===== config.mk =====
export PLATFORM = sky130hd
export DESIGN_NAME = axi_to_gmii
export DESIGN_NICKNAME = d
export VERILOG_FILES = /design/src/rtl/gmii_pkg.sv /design/src/rtl/axis_beat_buffer.sv /design/src/rtl/axi_to_gmii.sv
export SDC_FILE = /design/constraint.sdc
export NUM_CORES = 1
export LEC_CHECK = 0
export ABC_AREA = 1
export BUFFER_PORTS_ARGS = -buffer_cell sky130_fd_sc_hd__buf_2
export CELL_PAD_IN_SITES_DETAIL_PLACEMENT = 2
export CELL_PAD_IN_SITES_GLOBAL_PLACEMENT = 2
export CORE_MARGIN = 1
export CORE_UTILIZATION = 30
export DETAILED_ROUTE_END_ITERATION = 6
export GPL_TIMING_DRIVEN = 0
export PLACE_DENSITY = 0.66
export SLEW_MARGIN = 40
export SYNTH_ARGS = -nofsm -noshare
export SYNTH_HDL_FRONTEND = slang
export SYNTH_SLANG_ARGS = --single-unit

===== constraint.sdc =====
create_clock -name gmii_tx_clk -period 1.65 [get_ports gmii_tx_clk]
set_input_delay 0.0825 -clock gmii_tx_clk [delete_from_list [all_inputs] [get_ports gmii_tx_clk]]
set_output_delay 0.0825 -clock gmii_tx_clk [all_outputs]
set_load 0.005 [all_outputs]

===== src/rtl/gmii_pkg.sv =====
// Shared GMII transmit constants, FSM state encoding and byte-lane helper.
package gmii_pkg;

  localparam logic [7:0] GMII_PREAMBLE_BYTE = 8'h55;
  localparam logic [7:0] GMII_SFD_BYTE      = 8'hD5;
  localparam logic [7:0] GMII_PREAMBLE_LEN  = 8'd7;

  typedef enum logic [2:0] {
    ST_IDLE,
    ST_PREAMBLE,
    ST_DATA,
    ST_DROP,
    ST_IFG
  } tx_state_e;

  // A beat ends at lane 7 or at the first cleared keep bit above the current lane.
  function automatic logic is_final_byte(input logic [7:0] keep, input logic [2:0] idx);
    logic [2:0] nxt;
    nxt = idx + 3'd1;
    return (idx == 3'd7) || !keep[nxt];
  endfunction

endpackage


===== src/rtl/axis_beat_buffer.sv =====
// Single-entry AXI-Stream beat holding register (NEXT); ready is the registered empty flag.
module axis_beat_buffer (
  input  logic        clk,
  input  logic        rst_n,
  input  logic        i_valid,
  input  logic [63:0] i_data,
  input  logic [7:0]  i_keep,
  input  logic        i_last,
  input  logic        i_discard,
  input  logic        i_pop,
  output logic        o_ready,
  output logic        o_full,
  output logic [63:0] o_data,
  output logic [7:0]  o_keep,
  output logic        o_last
);

  logic        r_full;
  logic [63:0] r_data;
  logic [7:0]  r_keep;
  logic        r_last;
  logic        w_accept;

  assign o_ready  = !r_full;
  assign o_full   = r_full;
  assign o_data   = r_data;
  assign o_keep   = r_keep;
  assign o_last   = r_last;
  // Discarded beats are still handshaken but never occupy the register.
  assign w_accept = i_valid && !r_full && !i_discard;

  always_ff @(posedge clk or negedge rst_n) begin
    if (!rst_n) begin
      r_full <= 1'b0;
      r_data <= '0;
      r_keep <= '0;
      r_last <= 1'b0;
    end else if (w_accept) begin
      r_full <= 1'b1;
      r_data <= i_data;
      r_keep <= i_keep;
      r_last <= i_last;
    end else if (i_pop) begin
      r_full <= 1'b0;
    end
  end

endmodule


===== src/rtl/axi_to_gmii.sv =====
// Serializes 64-bit AXI-Stream frames onto GMII TX, with optional preamble/SFD,
// minimum inter-frame gap and tx_er signalling of mid-frame AXI underrun.
module axi_to_gmii
  import gmii_pkg::*;
#(
  parameter bit          ADD_PREAMBLE = 1'b1,
  parameter int unsigned IFG_BYTES    = 12
) (
  input  logic        gmii_tx_clk,
  input  logic        rst_n,
  input  logic        axis_tvalid,
  input  logic [63:0] axis_tdata,
  input  logic [7:0]  axis_tkeep,
  input  logic        axis_tlast,
  output logic        axis_tready,
  output logic        gmii_tx_en,
  output logic        gmii_tx_er,
  output logic [7:0]  gmii_txd,
  output logic        tx_underrun
);

  localparam logic [7:0] IFG_LAST = 8'(IFG_BYTES - 1);

  tx_state_e   r_state;
  logic [7:0]  r_cnt;
  logic [63:0] r_sh_data;
  logic [7:0]  r_sh_keep;
  logic        r_sh_last;
  logic [2:0]  r_sh_idx;
  logic        r_err_pend;
  logic        r_tx_en;
  logic        r_tx_er;
  logic [7:0]  r_txd;
  logic        r_underrun;

  logic        w_next_full;
  logic [63:0] w_next_data;
  logic [7:0]  w_next_keep;
  logic        w_next_last;
  logic        w_next_empty_frame;
  logic        w_final;
  logic [7:0]  w_byte;
  logic        w_pop;
  logic        w_discard;
  logic        w_drop_last;

  axis_beat_buffer u_next (
    .clk       (gmii_tx_clk),
    .rst_n     (rst_n),
    .i_valid   (axis_tvalid),
    .i_data    (axis_tdata),
    .i_keep    (axis_tkeep),
    .i_last    (axis_tlast),
    .i_discard (w_discard),
    .i_pop     (w_pop),
    .o_ready   (axis_tready),
    .o_full    (w_next_full),
    .o_data    (w_next_data),
    .o_keep    (w_next_keep),
    .o_last    (w_next_last)
  );

  assign gmii_tx_en  = r_tx_en;
  assign gmii_tx_er  = r_tx_er;
  assign gmii_txd    = r_txd;
  assign tx_underrun = r_underrun;

  assign w_final            = is_final_byte(r_sh_keep, r_sh_idx);
  assign w_byte             = r_sh_data[{r_sh_idx, 3'b000} +: 8];
  assign w_next_empty_frame = w_next_last && !w_next_keep[0];
  assign w_discard          = (r_state == ST_DROP);
  assign w_drop_last        = w_discard && axis_tvalid && axis_tready && axis_tlast;

  // NEXT drains into SHIFT on frame start and at each beat boundary; an empty last beat is drained without loading.
  always_comb begin
    w_pop = 1'b0;
    if (w_next_full) begin
      if (r_state == ST_IDLE)
        w_pop = 1'b1;
      else if (r_state == ST_DATA && w_final && !r_sh_last)
        w_pop = 1'b1;
    end
  end

  always_ff @(posedge gmii_tx_clk or negedge rst_n) begin
    if (!rst_n) begin
      r_state    <= ST_IDLE;
      r_cnt      <= '0;
      r_sh_data  <= '0;
      r_sh_keep  <= '0;
      r_sh_last  <= 1'b0;
      r_sh_idx   <= '0;
      r_err_pend <= 1'b0;
      r_tx_en    <= 1'b0;
      r_tx_er    <= 1'b0;
      r_txd      <= '0;
      r_underrun <= 1'b0;
    end else begin
      r_tx_en    <= 1'b0;
      r_tx_er    <= 1'b0;
      r_txd      <= '0;
      r_underrun <= 1'b0;
      case (r_state)
        ST_IDLE: begin
          if (w_next_full) begin
            r_cnt <= '0;
            if (w_next_empty_frame) begin
              r_state <= ST_IFG;
            end else begin
              r_sh_data <= w_next_data;
              r_sh_keep <= w_next_keep;
              r_sh_last <= w_next_last;
              r_sh_idx  <= '0;
              r_state   <= ADD_PREAMBLE ? ST_PREAMBLE : ST_DATA;
            end
          end
        end
        ST_PREAMBLE: begin
          r_tx_en <= 1'b1;
          r_txd   <= (r_cnt == GMII_PREAMBLE_LEN) ? GMII_SFD_BYTE : GMII_PREAMBLE_BYTE;
          if (r_cnt == GMII_PREAMBLE_LEN) begin
            r_cnt   <= '0;
            r_state <= ST_DATA;
          end else begin
            r_cnt <= r_cnt + 8'd1;
          end
        end
        ST_DATA: begin
          r_tx_en <= 1'b1;
          r_txd   <= w_byte;
          if (!w_final) begin
            r_sh_idx <= r_sh_idx + 3'd1;
          end else if (r_sh_last || (w_next_full && w_next_empty_frame)) begin
            r_cnt   <= '0;
            r_state <= ST_IFG;
          end else if (w_next_full) begin
            r_sh_data <= w_next_data;
            r_sh_keep <= w_next_keep;
            r_sh_last <= w_next_last;
            r_sh_idx  <= '0;
          end else begin
            r_err_pend <= 1'b1;
            r_state    <= ST_DROP;
          end
        end
        ST_DROP: begin
          // First DROP cycle carries the single tx_er byte that terminates the frame.
          if (r_err_pend) begin
            r_tx_en    <= 1'b1;
            r_tx_er    <= 1'b1;
            r_underrun <= 1'b1;
            r_err_pend <= 1'b0;
          end
          if (w_drop_last) begin
            r_cnt   <= '0;
            r_state <= ST_IFG;
          end
        end
        ST_IFG: begin
          if (r_cnt == IFG_LAST) begin
            r_cnt   <= '0;
            r_state <= ST_IDLE;
          end else begin
            r_cnt <= r_cnt + 8'd1;
          end
        end
        default: r_state <= ST_IDLE;
      endcase
    end
  end

endmodule


==> flow_summary.toml, run 1 <==
[synthesis]
synth-main-ff-cell = "dfrtp_1"
synth-seq-area-share = 0.550
synth_top_cell_area_share = 0.550
yosys_warnings = 0
ys_ff_latch = 172
syn_area_per_cell_sq_um = 9.85
yosysMostFrequentCell = "nand2_1"
synth_cells = 794
async_reset_ff_frac = 1.00
synth_area_leaders = "dfrtp_1 (55%), nand2_1 (11%), mux2_2 (6.5%), nand3_1 (6.3%), mux2_1 (3.9%)"
synth_top_cell_by_area = "dfrtp_1"
synth_edf_count = 0
netlist_area_sq_mm = 0.00782
yosysUniqueCellTypes = 32
synth_common_cells = "nand2_1 (223), dfrtp_1 (172), nand3_1 (98), nor2_1 (72), mux2_2 (45)"
synthesis.nets = 873

[drt]
wl_met2_mm = 12.8
wl_met1_mm = 11.3
dr.max_layer_used = "met4"
dr_total_vias = 6321
drt-vias-per-instance = 4.72
finalWirelength_mm = 25.0
drt_iter0_markers = 251
dr_wl_met3_microns = 543
post_drt_wl_per_cell_microns = 18.7
route.detailed.drc = 0
ant_nets = 0
first_pass_iters = 4

[power_and_ir_drop]
max-vdd-ir-drop_mv = 0.712
p_leak_nw = 5.41
p_seq_frac = 0.346
p_int_mw = 13.5
p_per_area_mw_per_mm2 = 2050
switching_share = 0.392
switchingPower_mw = 8.66
pwr-share-comb = 0.460
pwr-share-clk = 0.194

[global_routing]
grt_max_degree = 70
grt_pass1_wl_mm = 37.9
grt-ovfl-total = 0
antenna_found_initial = 1
grt_pass1_vias = 6970
grtUsageTotal = 0.187

[clock_network]
cts_root_buffer = "clkbuf_16"
cts_sinks = 172
clockBufferDepth = 2
path_clk_slew_ps = 80
htreeDepth = 4
cts_tree = "done"
cts_buffers = 17
clk_latency_ps = 440

[floorplanning]
initial_utilization = 0.308
core_sq_mm = 0.0254
chipHeight_microns = 163
design.die.area_sq_mm = 0.0267
rows = 58
die_w_microns = 163
ios = 88

[run_status]
violations = "setup timing"
status = "finished with violations"

[layout]
layout-drive-gt1-share = 0.286
final_nets = 1073
regArea_sq_mm = 0.00431
fillerInstances = 2744
fin_cells = 1338
area_growth_pct = 37.7
multi_input_area_sq_mm = 0.00324

[worst_setup_path]
crit_chain = "ha_4, ha_4, inv_1, nand3_1, nand4_1, buf_12, nand2_8, buf_6, nand2_1, nand2_1"
cp.arrival_ps = 2220
start_kind = "flop"
critPathSlowestCell = "dfrtp_2"
worstSetupEndpointType = "flop"
path_max_fanout = 10
cp.required_ps = 2020
crit_family = "simple AND/OR/NAND/NOR gates"
slowest_delay_ps = 450
critPathBufInv = 3
crit_type = "reg -> reg"

[timing]
slew_violations = 0
setup_ws_ps = -195
setup_tns_ps = -14280
worst_slew_pin_slew_ps = 521
finalHoldViolations = 0
timing.fmax_ghz = 0.542
setup_viol_count_final = 129
min_period_ps = 1850
fin_worst_skew_ps = 11.8
grt_setup_unrepaired = "true"
relSlewSlack = 0.653
final.period_utilization = 1.12

[place]
hpwl_mm = 16.0
dp.cells = 1213
numPortBuffers = 87
place_ws_ps = -436
gp_congestion = 0.765

[worst_hold_path]
min_path_type = "in -> async"

[flow_run]
cap_violations = 0
## layout by cell type, fill, tap and decap left out, types with 7 or more instances in the layout
master	count
dlygate4sd3_1	74
o211ai_1	10
mux2_4	55
inv_1	26
o21ai_0	36
nand3_1	98
nor2_1	67
buf_2	86
nand2_1	220
buf_6	13
mux2_2	17
buf_12	16
buf_4	20
clkbuf_16	23
dfrtp_1	168
inv_2	7
## per-stage QoR
stage	power, mW	area (sq um)	hold slack, ps	utilization
2_1_floorplan	13.4	7840	-213	-
3_3_place_gp	15.9	8680	295	0.342
3_5_place_dp	16.1	8750	37.4	0.344
4_1_cts	20.9	10200	158	0.401
5_1_grt	23.8	10800	176	0.424
6_report	22.1	10800	147	0.424
## cells by family (layout without fill, tap and decap cells)
kind of cell | after synthesis | count (layout) | share of synthesized area
adders and majority gates | 3 | 3 | 0.00480
and+or+nand+nor | 403 | 403 | 0.217
DFF | 172 | 172 | 0.550
other | 0 | 1 | 0
muxes | 72 | 72 | 0.104
xor gates and xnor gates | 2 | 2 | 0.00224
buffers and inverters | 80 | 293 | 0.0753
AOI/OAI and AO/OA | 62 | 62 | 0.0469
## worst register-to-register path, cell delays in order (launching register included)
cell and delay [ps]:
dfrtp_2 450, ha_4 180, ha_4 270, inv_1 50
nand3_1 80, nand4_1 130, buf_12 200, nand2_8 130
buf_6 160, nand2_1 70, nand2_1 60
## path summary, 6_finish.rpt
path,cells past startpoint,start,slack (ps),endpoint
max,10,r_sh_idx[1],-200,r_sh_data[48]
min,2,rst_n,150,u_next.o_data[54]
max reg2reg,10,r_sh_idx[1],-200,r_sh_data[48]
min reg2reg,2,r_sh_data[44],480,r_sh_data[44]
max in group asynchronous,3,rst_n,810,r_sh_data[15]
min in group gmii_tx_clk,6,axis_tvalid,320,u_next.o_keep[5]
## per-layer routing
metal  vias up  global-route usage
met5         -                   0
met4         0              0.0530
met3        31              0.0307
met2        88               0.323
met1      3202               0.240
li1       3000                   -
## flip-flops by register name, indices dropped and copies added, names as in the netlist, 3 cells and up
| register | count |
|---|---|
| r_sh_keep | 8 |
| r_state | 3 |
| u_next.o_keep | 8 |
| r_sh_data | 64 |
| r_cnt | 8 |
| gmii_txd | 8 |
| u_next.o_data | 64 |
| r_sh_idx | 3 |
## power groups by stage
| stage | Combinational, mW | Clock (mW) | Sequential, mW |
|---|---|---|---|
| 5_1_grt | 11.4 | 4.57 | 7.89 |
| 3_3_place_gp | 8.28 | 0 | 7.59 |
| 6_report | 10.2 | 4.30 | 7.65 |
| 4_1_cts | 8.93 | 4.40 | 7.58 |
| 2_1_floorplan | 6.31 | 0 | 7.05 |
| 3_5_place_dp | 8.53 | 0 | 7.61 |
## area by class of cell
type	count	share of cell area
Tap cell	330	0.0383
Sequential cell	172	0.400
Antenna cell	1	0.000232
Clock buffer	18	0.0408
Timing Repair Buffer	181	0.139
Multi-Input combinational cell	542	0.301
Buffer	45	0.0517
Inverter	35	0.0129
Clock inverter	14	0.0166
## repair_timing
item	CTS	global route
pin swaps	1	4
endpoints found under the setup margin	169	163
resized for setup	25	99
hold endpoints to repair	182	0
hold buffers	74	0
gates cloned	0	6
buffers inserted	1	11
Power figures use the tool's default switching activity.
==> run 2: changes to the inputs <==
--- a/config.mk
+++ b/config.mk
@@ -14,6 +14,7 @@
 export DETAILED_ROUTE_END_ITERATION = 6
 export GPL_TIMING_DRIVEN = 0
 export PLACE_DENSITY = 0.66
+export RECOVER_POWER = 25
 export SLEW_MARGIN = 40
 export SYNTH_ARGS = -nofsm -noshare
 export SYNTH_HDL_FRONTEND = slang
==> run 2 against run 1 <==
Against the previous run: total power barely moved; the flow still finishes with violations (setup timing); largest cell class unchanged; first-iteration DRC count unchanged; utilization barely moved; sequential power about the same; die area stayed put.
==> flow_summary.toml, run 2 (synthesis gave the netlist of run 1 again) <==
[layout]
layout-drive-gt1-share = 0.286
final_cell_mix = "nand2_1 (220), dfrtp_1 (168), nand3_1 (98)"
area_growth_pct = 37.6
multi_input_area_sq_mm = 0.00324
fin_cells = 1338
layout_commonest_cell = "nand2_1"
fillerInstances = 2745
final_nets = 1073
regArea_sq_mm = 0.00431

[worst_setup_path]
crit_type = "reg -> reg"
start_kind = "flop"
crit_family = "simple AND/OR/NAND/NOR gates"
slowest_delay_ps = 450
cp.required_ps = 2020
cp-startpoint = "r_sh_idx[1]"
crit_cells = 10
cp.arrival_ps = 2220
crit_chain = "ha_4, ha_4, inv_1, nand3_1, nand4_1, buf_12, nand2_8, buf_6, nand2_1, nand2_1"
worstSetupEndpointType = "flop"
path_max_fanout = 10
reg2reg_depth = 10
critPathBufInv = 3
regToRegStartpoint = "r_sh_idx[1]"
critPathSlowestCell = "dfrtp_2"

[global_routing]
use_met3 = 0.0307
use_met1 = 0.240
grt_pass1_vias = 6970
grtUsageTotal = 0.187
antenna_found_initial = 1
grt_pass1_wl_mm = 37.9
busiest_layer = "met2"
grt-ovfl-total = 0
grt_max_degree = 70
met2_usage = 0.323

[clock_network]
cts_sinks = 172
cts_tree = "done"
clockBufferDepth = 2
cts_buffers = 17
path_clk_slew_ps = 80
cts_root_buffer = "clkbuf_16"
htreeDepth = 4
clk_latency_ps = 440

[drt]
drt_iter0_markers = 251
dr_total_vias = 6321
post_drt_wl_per_cell_microns = 18.7
drt-vias-per-instance = 4.72
ant_nets = 0
route.detailed.drc = 0
finalWirelength_mm = 25.0
first_pass_iters = 4

[floorplanning]
die_w_microns = 163
rows = 58
initial_utilization = 0.308
chipHeight_microns = 163
ios = 88
design.die.area_sq_mm = 0.0267
core_sq_mm = 0.0254

[flow_run]
cap_violations = 0

[worst_hold_path]
min_path_type = "in -> reg"
hold_depth = 6
worstHoldStart = "axis_tvalid"

[timing]
setup_viol_count_final = 129
timing.fmax_ghz = 0.542
grt_setup_unrepaired = "true"
setup_ws_ps = -195
finalHoldViolations = 0
worst_slew_pin_slew_ps = 1420
min_period_ps = 1850
final.period_utilization = 1.12
relSlewSlack = 0.0541
slew_violations = 0
fin_worst_skew_ps = 11.8

[place]
numPortBuffers = 87
gp_congestion = 0.765
dp.cells = 1213
hpwl_mm = 16.0

[run_status]
violations = "setup timing"
status = "finished with violations"

[power_and_ir_drop]
power_mw = 22.1
p_per_area_mw_per_mm2 = 2060
max-vdd-ir-drop_mv = 0.712
p_leak_nw = 5.41
==> run 2: routing by layer <==
layer	routed length [microns]	vias up
li1	-	3000
met1	11300	3202
met2	12800	88
met3	543	31
met4	403	0
met5	0	-
==> run 2: layout make-up <==
class                   instances  share of cell area
plain buffers                  45              0.0517
flip-flops and latches        172               0.400
diodes                          1            0.000233
well taps                     330              0.0384
multi-input cells             542               0.301
inverters                      35              0.0129
repair buffers                181               0.138
clock buffers                  18              0.0408
clock inverters                14              0.0166
==> run 2: final timing paths <==
path / endpoint / slack, ps
hold / removal: u_next.o_keep[5] / 320
min in group asynchronous: u_next.o_data[54] / 510
setup reg to reg: r_sh_data[48] / -200
setup / recovery: r_sh_data[48] / -200
hold reg to reg: r_sh_data[44] / 480
max in group asynchronous: r_sh_data[15] / 150
==> run 2: report_power, final <==
| part | switching, mW | internal, mW | leakage [nW] |
|---|---|---|---|
| clock network | 1.96 | 2.34 | 0.294 |
| logic | 5.31 | 4.87 | 3.01 |
| registers | 1.40 | 6.25 | 2.10 |
==> run 2: through the flow <==
step                setup slack, ps  hold WS [ps]  setup TNS (ps)  utilization  area (sq um)
global placement              -2560           295         -483190        0.342          8680
floorplan                      10.8          -213               0            -          7840
CTS                            -226           158          -16010        0.401         10200
finish                         -195           325          -14280        0.424         10800
detailed placement             -436          37.4          -46570        0.344          8750
global route                   -290           350          -37200        0.424         10800
==> run 2: worst reg2reg max path: stages, from the launching register on <==
cell and delay [ps]:
dfrtp_2 450, ha_4 180, ha_4 270, inv_1 50, nand3_1 80, nand4_1 130, buf_12 200, nand2_8 130
buf_6 160, nand2_1 70, nand2_1 60
==> run 2: what timing repair did <==
item / CTS / global route
cloned: 0 / 6
pin swaps: 1 / 4
endpoints found under the hold margin: 182 / 0
gates resized for setup: 25 / 99
setup buffers: 1 / 11
hold buffers: 74 / 0
endpoints found under the setup margin: 169 / 163
